**src/rtl/grass_strip_renderer.sv**
```systemverilog
// Animated grass strip layer: bright top row, green body, scrolling blade tufts above.
// Outputs are registered, giving one cycle of latency from x/y/de to color/enable.
package color_pkg;
    typedef logic [11:0] rgb_t;
    localparam rgb_t BLACK        = 12'h000;
    localparam rgb_t GRASS_GREEN  = 12'h0a0;
    localparam rgb_t GRASS_BRIGHT = 12'h3f3;
endpackage

module grass_strip_renderer
    import color_pkg::*;
#(
    parameter int Y_TOP       = 140,
    parameter int HEIGHT      = 10,
    parameter int BLADE_H     = 3,
    parameter int TUFT_PERIOD = 16,
    parameter int TUFT_W      = 2,
    parameter int SCROLL_DIV  = 4
) (
    input  logic       clk,
    input  logic       rst_n,
    input  logic [9:0] x,
    input  logic [9:0] y,
    input  logic       de,
    input  logic       frame_start,
    input  logic       scroll_en,
    input  logic [2:0] speed,
    output rgb_t       color,
    output logic       enable
);
    localparam int LOG2P = $clog2(TUFT_PERIOD);
    localparam int OFF_W = LOG2P + 1;
    localparam int DIV_W = (SCROLL_DIV > 1) ? $clog2(SCROLL_DIV) : 1;

    localparam logic [9:0] ROW_TOP   = 10'(Y_TOP);
    localparam logic [9:0] ROW_TUFT  = 10'(Y_TOP + 1);
    localparam logic [9:0] ROW_END   = 10'(Y_TOP + HEIGHT);
    localparam logic [9:0] ROW_BLADE = 10'(Y_TOP - BLADE_H);
    localparam logic [9:0] ROW_SHORT = 10'(Y_TOP - BLADE_H + 1);

    logic [DIV_W-1:0] div_cnt;
    logic [OFF_W-1:0] offset;

    // NOTE: sequential state uses non-blocking assignments so every register
    // samples pre-edge values; the pixel on a frame_start edge sees the old offset.
    always_ff @(posedge clk or negedge rst_n) begin
        if (!rst_n) begin
            div_cnt <= '0;
            offset  <= '0;
        end else if (frame_start && scroll_en) begin
            if (div_cnt == DIV_W'(SCROLL_DIV - 1)) begin
                div_cnt <= '0;
                offset  <= offset + OFF_W'(speed);
            end else begin
                div_cnt <= div_cnt + 1'b1;
            end
        end
    end

    // Power-of-two modulo on the full sum keeps every bit of x in use.
    logic [10:0] s_full;
    logic        tuft;
    logic        odd;

    assign s_full = {1'b0, x} + 11'(offset);
    assign tuft   = (s_full % 11'(TUFT_PERIOD)) < 11'(TUFT_W);
    assign odd    = (s_full % 11'(2 * TUFT_PERIOD)) >= 11'(TUFT_PERIOD);

    rgb_t color_d;
    logic enable_d;

    // NOTE: both outputs get a default before any branch so no latch is inferred.
    always_comb begin
        color_d  = BLACK;
        enable_d = 1'b0;
        if (!de) begin
            color_d  = BLACK;
            enable_d = 1'b0;
        end else if (y == ROW_TOP) begin
            color_d  = GRASS_BRIGHT;
            enable_d = 1'b1;
        end else if (y > ROW_TOP && y < ROW_END) begin
            enable_d = 1'b1;
            color_d  = (tuft && y == ROW_TUFT) ? GRASS_BRIGHT : GRASS_GREEN;
        end else if (y >= ROW_BLADE && y < ROW_TOP) begin
            // Odd tufts are one row shorter, so their top row is one lower.
            if (tuft && y >= (odd ? ROW_SHORT : ROW_BLADE)) begin
                color_d  = GRASS_BRIGHT;
                enable_d = 1'b1;
            end
        end
    end

    always_ff @(posedge clk or negedge rst_n) begin
        if (!rst_n) begin
            color  <= BLACK;
            enable <= 1'b0;
        end else begin
            color  <= color_d;
            enable <= enable_d;
        end
    end
endmodule

```
**config.mk**
```make
export PLATFORM = sky130hd
export DESIGN_NAME = grass_strip_renderer
export DESIGN_NICKNAME = d
export VERILOG_FILES = /design/src/rtl/grass_strip_renderer.sv
export SDC_FILE = /design/constraint.sdc
export NUM_CORES = 1
export LEC_CHECK = 0
export BUFFER_PORTS_ARGS = -buffer_cell sky130_fd_sc_hd__buf_2
export CAP_MARGIN = 20
export CORE_MARGIN = 2
export CORE_UTILIZATION = 45
export CTS_CLUSTER_DIAMETER = 60
export DETAILED_ROUTE_END_ITERATION = 8
export PLACE_DENSITY = 0.8
export SETUP_SLACK_MARGIN = 0.15
export SLEW_MARGIN = 20
export SYNTH_ARGS = -nofsm -noshare
export SYNTH_HDL_FRONTEND = slang
export SYNTH_SLANG_ARGS = --single-unit
```
**constraint.sdc**
```tcl
create_clock -name clk -period 3.7 [get_ports clk]
set_input_delay 0.185 -clock clk [delete_from_list [all_inputs] [get_ports clk]]
set_output_delay 0.185 -clock clk [all_outputs]
set_load 0.02 [all_outputs]
```
======== Yosys cells after proc, flatten, opt, wreduce, memory -nomap -nowiden ========
Cells that the tools add are included.
storage, ports and cells
  register bits ........................... 20
  bits in latches ......................... 0
  RAM bits ................................ 0
  ROM bits ................................ 0
  input port bits ......................... 28
  output and inout bits ................... 13
  word-level logic and storage cells ...... 36
  memories ................................ 0
cells by class
  add/sub/neg operators ................... 3
  multiply operators ...................... 0
  divide/modulo/power cells ............... 0
  order comparisons ....................... 7
  eq/ne operators ......................... 3
  shift-type cells ........................ 0
  muxes and demuxes ....................... 13
  bitwise gates (word level) .............. 0
  reductions and logical operators ........ 6
operators with widths
  kind                                                                                  number
  10-bit two-way mux                                                                    6
  10-bit by 8-bit == test with 1-bit output, second input constant                      2
  10-bit by 8-bit < comparator with 1-bit output, second input constant                 2
  10-bit by 8-bit greater-or-equal comparator with 1-bit output                         1
  10-bit by 8-bit greater-or-equal comparator with 1-bit output, second input constant  1
  10-bit by 8-bit greater-than comparator with 1-bit output, second input constant      1
  5-bit by 3-bit adder with 5-bit output                                                1
  5-bit adder                                                                           1
  5-bit greater-or-equal comparator, second input constant                              1
  1-bit logical AND                                                                     5
  1-bit two-way mux                                                                     5
  4-bit by 2-bit < comparator with 1-bit output, second input constant                  1
  2-bit two-way mux                                                                     2
  2-bit by 1-bit adder with 2-bit output, second input constant                         1
  2-bit == test, second input constant                                                  1
  2-bit AND reduction                                                                   1

======== Logic depth before layout (Yosys ltp) ========
  word-level depth ........................ 10
  mapped depth ............................ 10
  mapped depth without buffers ............ 10

======== Worst setup path before layout ========
Ideal clock, no wire load.
  path type ............................... reg2reg
  start point ............................. reg offset[0]
  end point ............................... reg color[8]
  library setup time ...................... 0.134 ns
  arrival ................................. 2.165 ns
  required time ........................... 3.566 ns
  setup slack ............................. 1.401 ns
  stages on the path, launching flop included .. 11
  buffers on the path ..................... 0
  period minus slack after synthesis ...... 2.299 ns
  cell sequence ........................... dfrtp_1 > ha_1 > fa_1 > a21o_1 > a21oi_1 > xnor2_1 > ha_1 > nand2b_1 > a21oi_1 > nand4b_1 > a22oi_1
between the ends
  cells in the longest elaborated chain, start to end .. 10
  elaborated cells between the ends (all ways) .. 13
  classes of those cells .................. add/sub (1); order compare (3); mux (7); reduce/logical (2)
RTL lines
  item                                                           RTL line  RTL
  from (decl)                                                    42        logic [OFF_W-1:0] offset;
  from (signal assigned)                                         53        offset <= offset + OFF_W'(speed);
  5-bit adder (*)                                                65        assign s_full = {1'b0, x} + 11'(offset);
  5-bit greater-or-equal comparator                              67        assign odd = (s_full % 11'(2 * TUFT_PERIOD)) >= 11'(TUFT_PERIOD);
  2-bit two-way mux                                              87        if (tuft && y >= (odd ? ROW_SHORT : ROW_BLADE)) begin
  10-bit by 8-bit greater-or-equal comparator with 1-bit output  87
  1-bit logical AND                                              87
  10-bit two-way mux                                             87
  10-bit two-way mux                                             85        end else if (y >= ROW_BLADE && y < ROW_TOP) begin
  10-bit two-way mux (*)                                         82        end else if (y > ROW_TOP && y < ROW_END) begin
  10-bit two-way mux (*)                                         79        end else if (y == ROW_TOP) begin
  10-bit two-way mux (*)                                         76        if (!de) begin
  to (signal assigned)                                           99        color <= color_d;
  to (decl)                                                      28        output rgb_t color,
Mark *: on every way between the ends. The rest lies on a longest branch, timed or not.
A chain may end at the register's enable or synchronous reset.

======== Worst setup path after layout ========
Ends and elaborated chain as after synthesis.

==> run metrics <==
TritonCTS clock tree=built; hold buffers post-CTS=1; Internal Power=0.307 mW; Tmin final=2.52 ns; DR vias=675; synthesized area=792 um^2; nets=150; RSZ-0062 raised after global routing=false; combinational fraction of design power=51.0%; Ys Warns=0; n_diodes=0; H-tree Lvls=1; post-CTS sizing=0; num rows=15; core area=0.00169 mm^2; P_sw=0.200 mW; layout cells sized above 1=33.9%; WP data required=3.84 ns; post-synthesis cell count=81; Remaining DRCs=0; switch share=39.5%; DR WL/cell=12.5 um; CTS clk-pin slew, worst paths=0.07 ns; first-pass GRT wire length=2.58 mm; clk_lat worst skew=0.27 ns; Final ANT Viol Nets=0; cts bufs inserted=3; CP arrival=2.66 ns; crit path max fanout=3; commonest cells after routing, fill and taps aside=31 x buf_2, 10 x ha_1, 9 x dfrtp_1; crit-path cells=ha_1, fa_1, a21o_1, a21oi_1, xnor2_1, ha_1, nand2b_1, a21oi_1, nand4b_1, a22oi_1; worst slack, placed=1.17 ns; PortBufs=31; status=finished, final reports clean; total power=0.507 mW; dpl hpwl=1.35 mm; largest net degree at the start of global routing=10; cell class contributing the biggest share of worst-path delay=adder cells; number of global-route vias before repair=697; TNS Setup=0 ns; Seq/Total Area, Yosys=28.4%; Routed WL=1.57 mm; Seq pwr share=33.1%; library cells used by synthesis=28; 1st-iter DRT viols=1; GRT Util Overall=17.8%; Die X=46.0 um; crit share post-route=68.0%; Avg Cell Area, Syn=9.78 um^2; PD cells=543 mW/mm^2; I/O Pins=41; Hold Violations, Final=0; Finished Layout Cells=126; WS Path Type=register to register; die area=0.00211 mm^2; gp weighted congestion=0.691; crit-path max cell delay=0.40 ns; Via density=5.36; Setup Viol. Count Final=0; CP startpoint kind=register; clk root buf=clkbuf_4; Critical Path Sink Type=register; worst vdd ir=0.000347 V; clock buffer depth=2; most common cell after layout, fill and taps aside=buf_2; Leakage Power=0.533 nW; Sink Count=9; number of antenna violations at the first check in global routing=0; overall die height=46.0 um; Post-CTS Setup Bufs=0; final setup margin=1.18 ns; Final Max Tran Viols=0; Clock power frac=16.0%; GRT Residual Overflow=0; FMAX=397 MHz; Final Skew=0.00543 ns; Hold Path Class=input port to register; # Max-Cap Violations=0; Cells after DPL=121; Syn-to-layout area delta=17.9%; flops & latches, synth=9; first-pass iteration count of the detailed router=3; Max stage delay cell, worst path=dfrtp_1; WP buf/inv=0; Initial Utilization=46.9%
[worst min-delay path, delay by kind of cell]
kind,cells,cell delay (ns)
compound gates,2,0.13
buf+inv,1,0.10
simple gates,1,0.05
[power by group through the flow]
stage                     Combinational, mW  Clock, mW  Sequential (mW)
after detailed placement              0.261          0            0.169
after global placement                0.235          0            0.166
after floorplan                       0.203          0            0.161
final                                 0.258     0.0810            0.168
after global routing                  0.296     0.0895            0.172
after CTS                             0.264     0.0827            0.168
[worst paths after layout]
path | from | to | slack, ns | depth (start not counted)
setup / recovery | offset[0]$_DFFE_PN0P_ | color[8]$_DFF_PN0_ | 1.18 | 10
hold / removal | y[9] | enable$_DFF_PN0_ | 0.24 | 4
setup reg to reg | offset[0]$_DFFE_PN0P_ | color[8]$_DFF_PN0_ | 1.18 | 10
hold reg to reg | offset[4]$_DFFE_PN0P_ | offset[4]$_DFFE_PN0P_ | 0.49 | 1
max in group asynchronous | rst_n | enable$_DFF_PN0_ | 3.22 | 2
min in group asynchronous | rst_n | offset[4]$_DFFE_PN0P_ | 0.29 | 2
[metal layers]
layer  vias up  track usage [%]  part of all wire, %
met5         -                0                    0
met4         0             9.71                  2.0
met3         6             6.75                  5.3
met2        25             35.6                   57
met1       323             13.9                   35
li1        321                -                    -
[area by class of cell]
cell class                 count  area (um^2)
fill                         161          756
multi-input combinational     58          473
sequential                     9          225
timing repair buffer          32          165
clock buffer                   4         26.3
inverter                       6         22.5
tap                           17         21.3
[cells in the mapped netlist]
cell | instances | area (um^2)
o21ai_0 | 3 | 15.0
nor2b_1 | 1 | 6.26
a211oi_1 | 1 | 7.51
o2111ai_1 | 1 | 8.76
dfrtp_1 | 9 | 225
mux2_1 | 1 | 11.3
conb_1 | 1 | 3.75
inv_1 | 6 | 22.5
nor3_1 | 1 | 5.00
nand2_1 | 3 | 11.3
a21oi_1 | 4 | 20.0
buf_4 | 11 | 82.6
nand4b_1 | 1 | 8.76
o21ai_1 | 2 | 10.0
nand2b_1 | 1 | 6.26
fa_1 | 2 | 40.0
and3_1 | 1 | 6.26
ha_1 | 10 | 125
a22oi_1 | 1 | 7.51
mux2_2 | 1 | 11.3
a21o_1 | 4 | 30.0
nor4b_1 | 1 | 8.76
xor2_1 | 4 | 35.0
nand3_1 | 2 | 10.0
or4b_4 | 1 | 13.8
nor2_1 | 4 | 15.0
xnor2_1 | 3 | 26.3
nor3b_4 | 1 | 18.8
[per-stage QoR]
| stage | area (um^2) | util (%) | hold WS [ns] |
|---|---|---|---|
| finish | 933 | 55.3 | 0.236 |
| detailed placement | 897 | 53.1 | 0.0539 |
| global route | 933 | 55.3 | 0.264 |
| floorplan | 803 | - | -0.111 |
| CTS | 933 | 55.3 | 0.231 |
| global placement | 897 | 53.1 | 0.0448 |
[logic make-up after synthesis]
logic type / count (synthesis) / share of synthesized area, %
simple gates: 17 / 13.9
buf+inv: 17 / 13.3
compound gates: 16 / 12.5
fa+ha+maj: 12 / 20.9
flops: 9 / 28.4
xor+xnor: 7 / 7.74
mux: 2 / 2.84
other cells: 1 / 0.473
[state kept, by name, indices dropped and copies added (netlist names)]
signal,count
div_cnt,2
offset,5
color,1
enable,1
(Power assumes the default switching activity.)
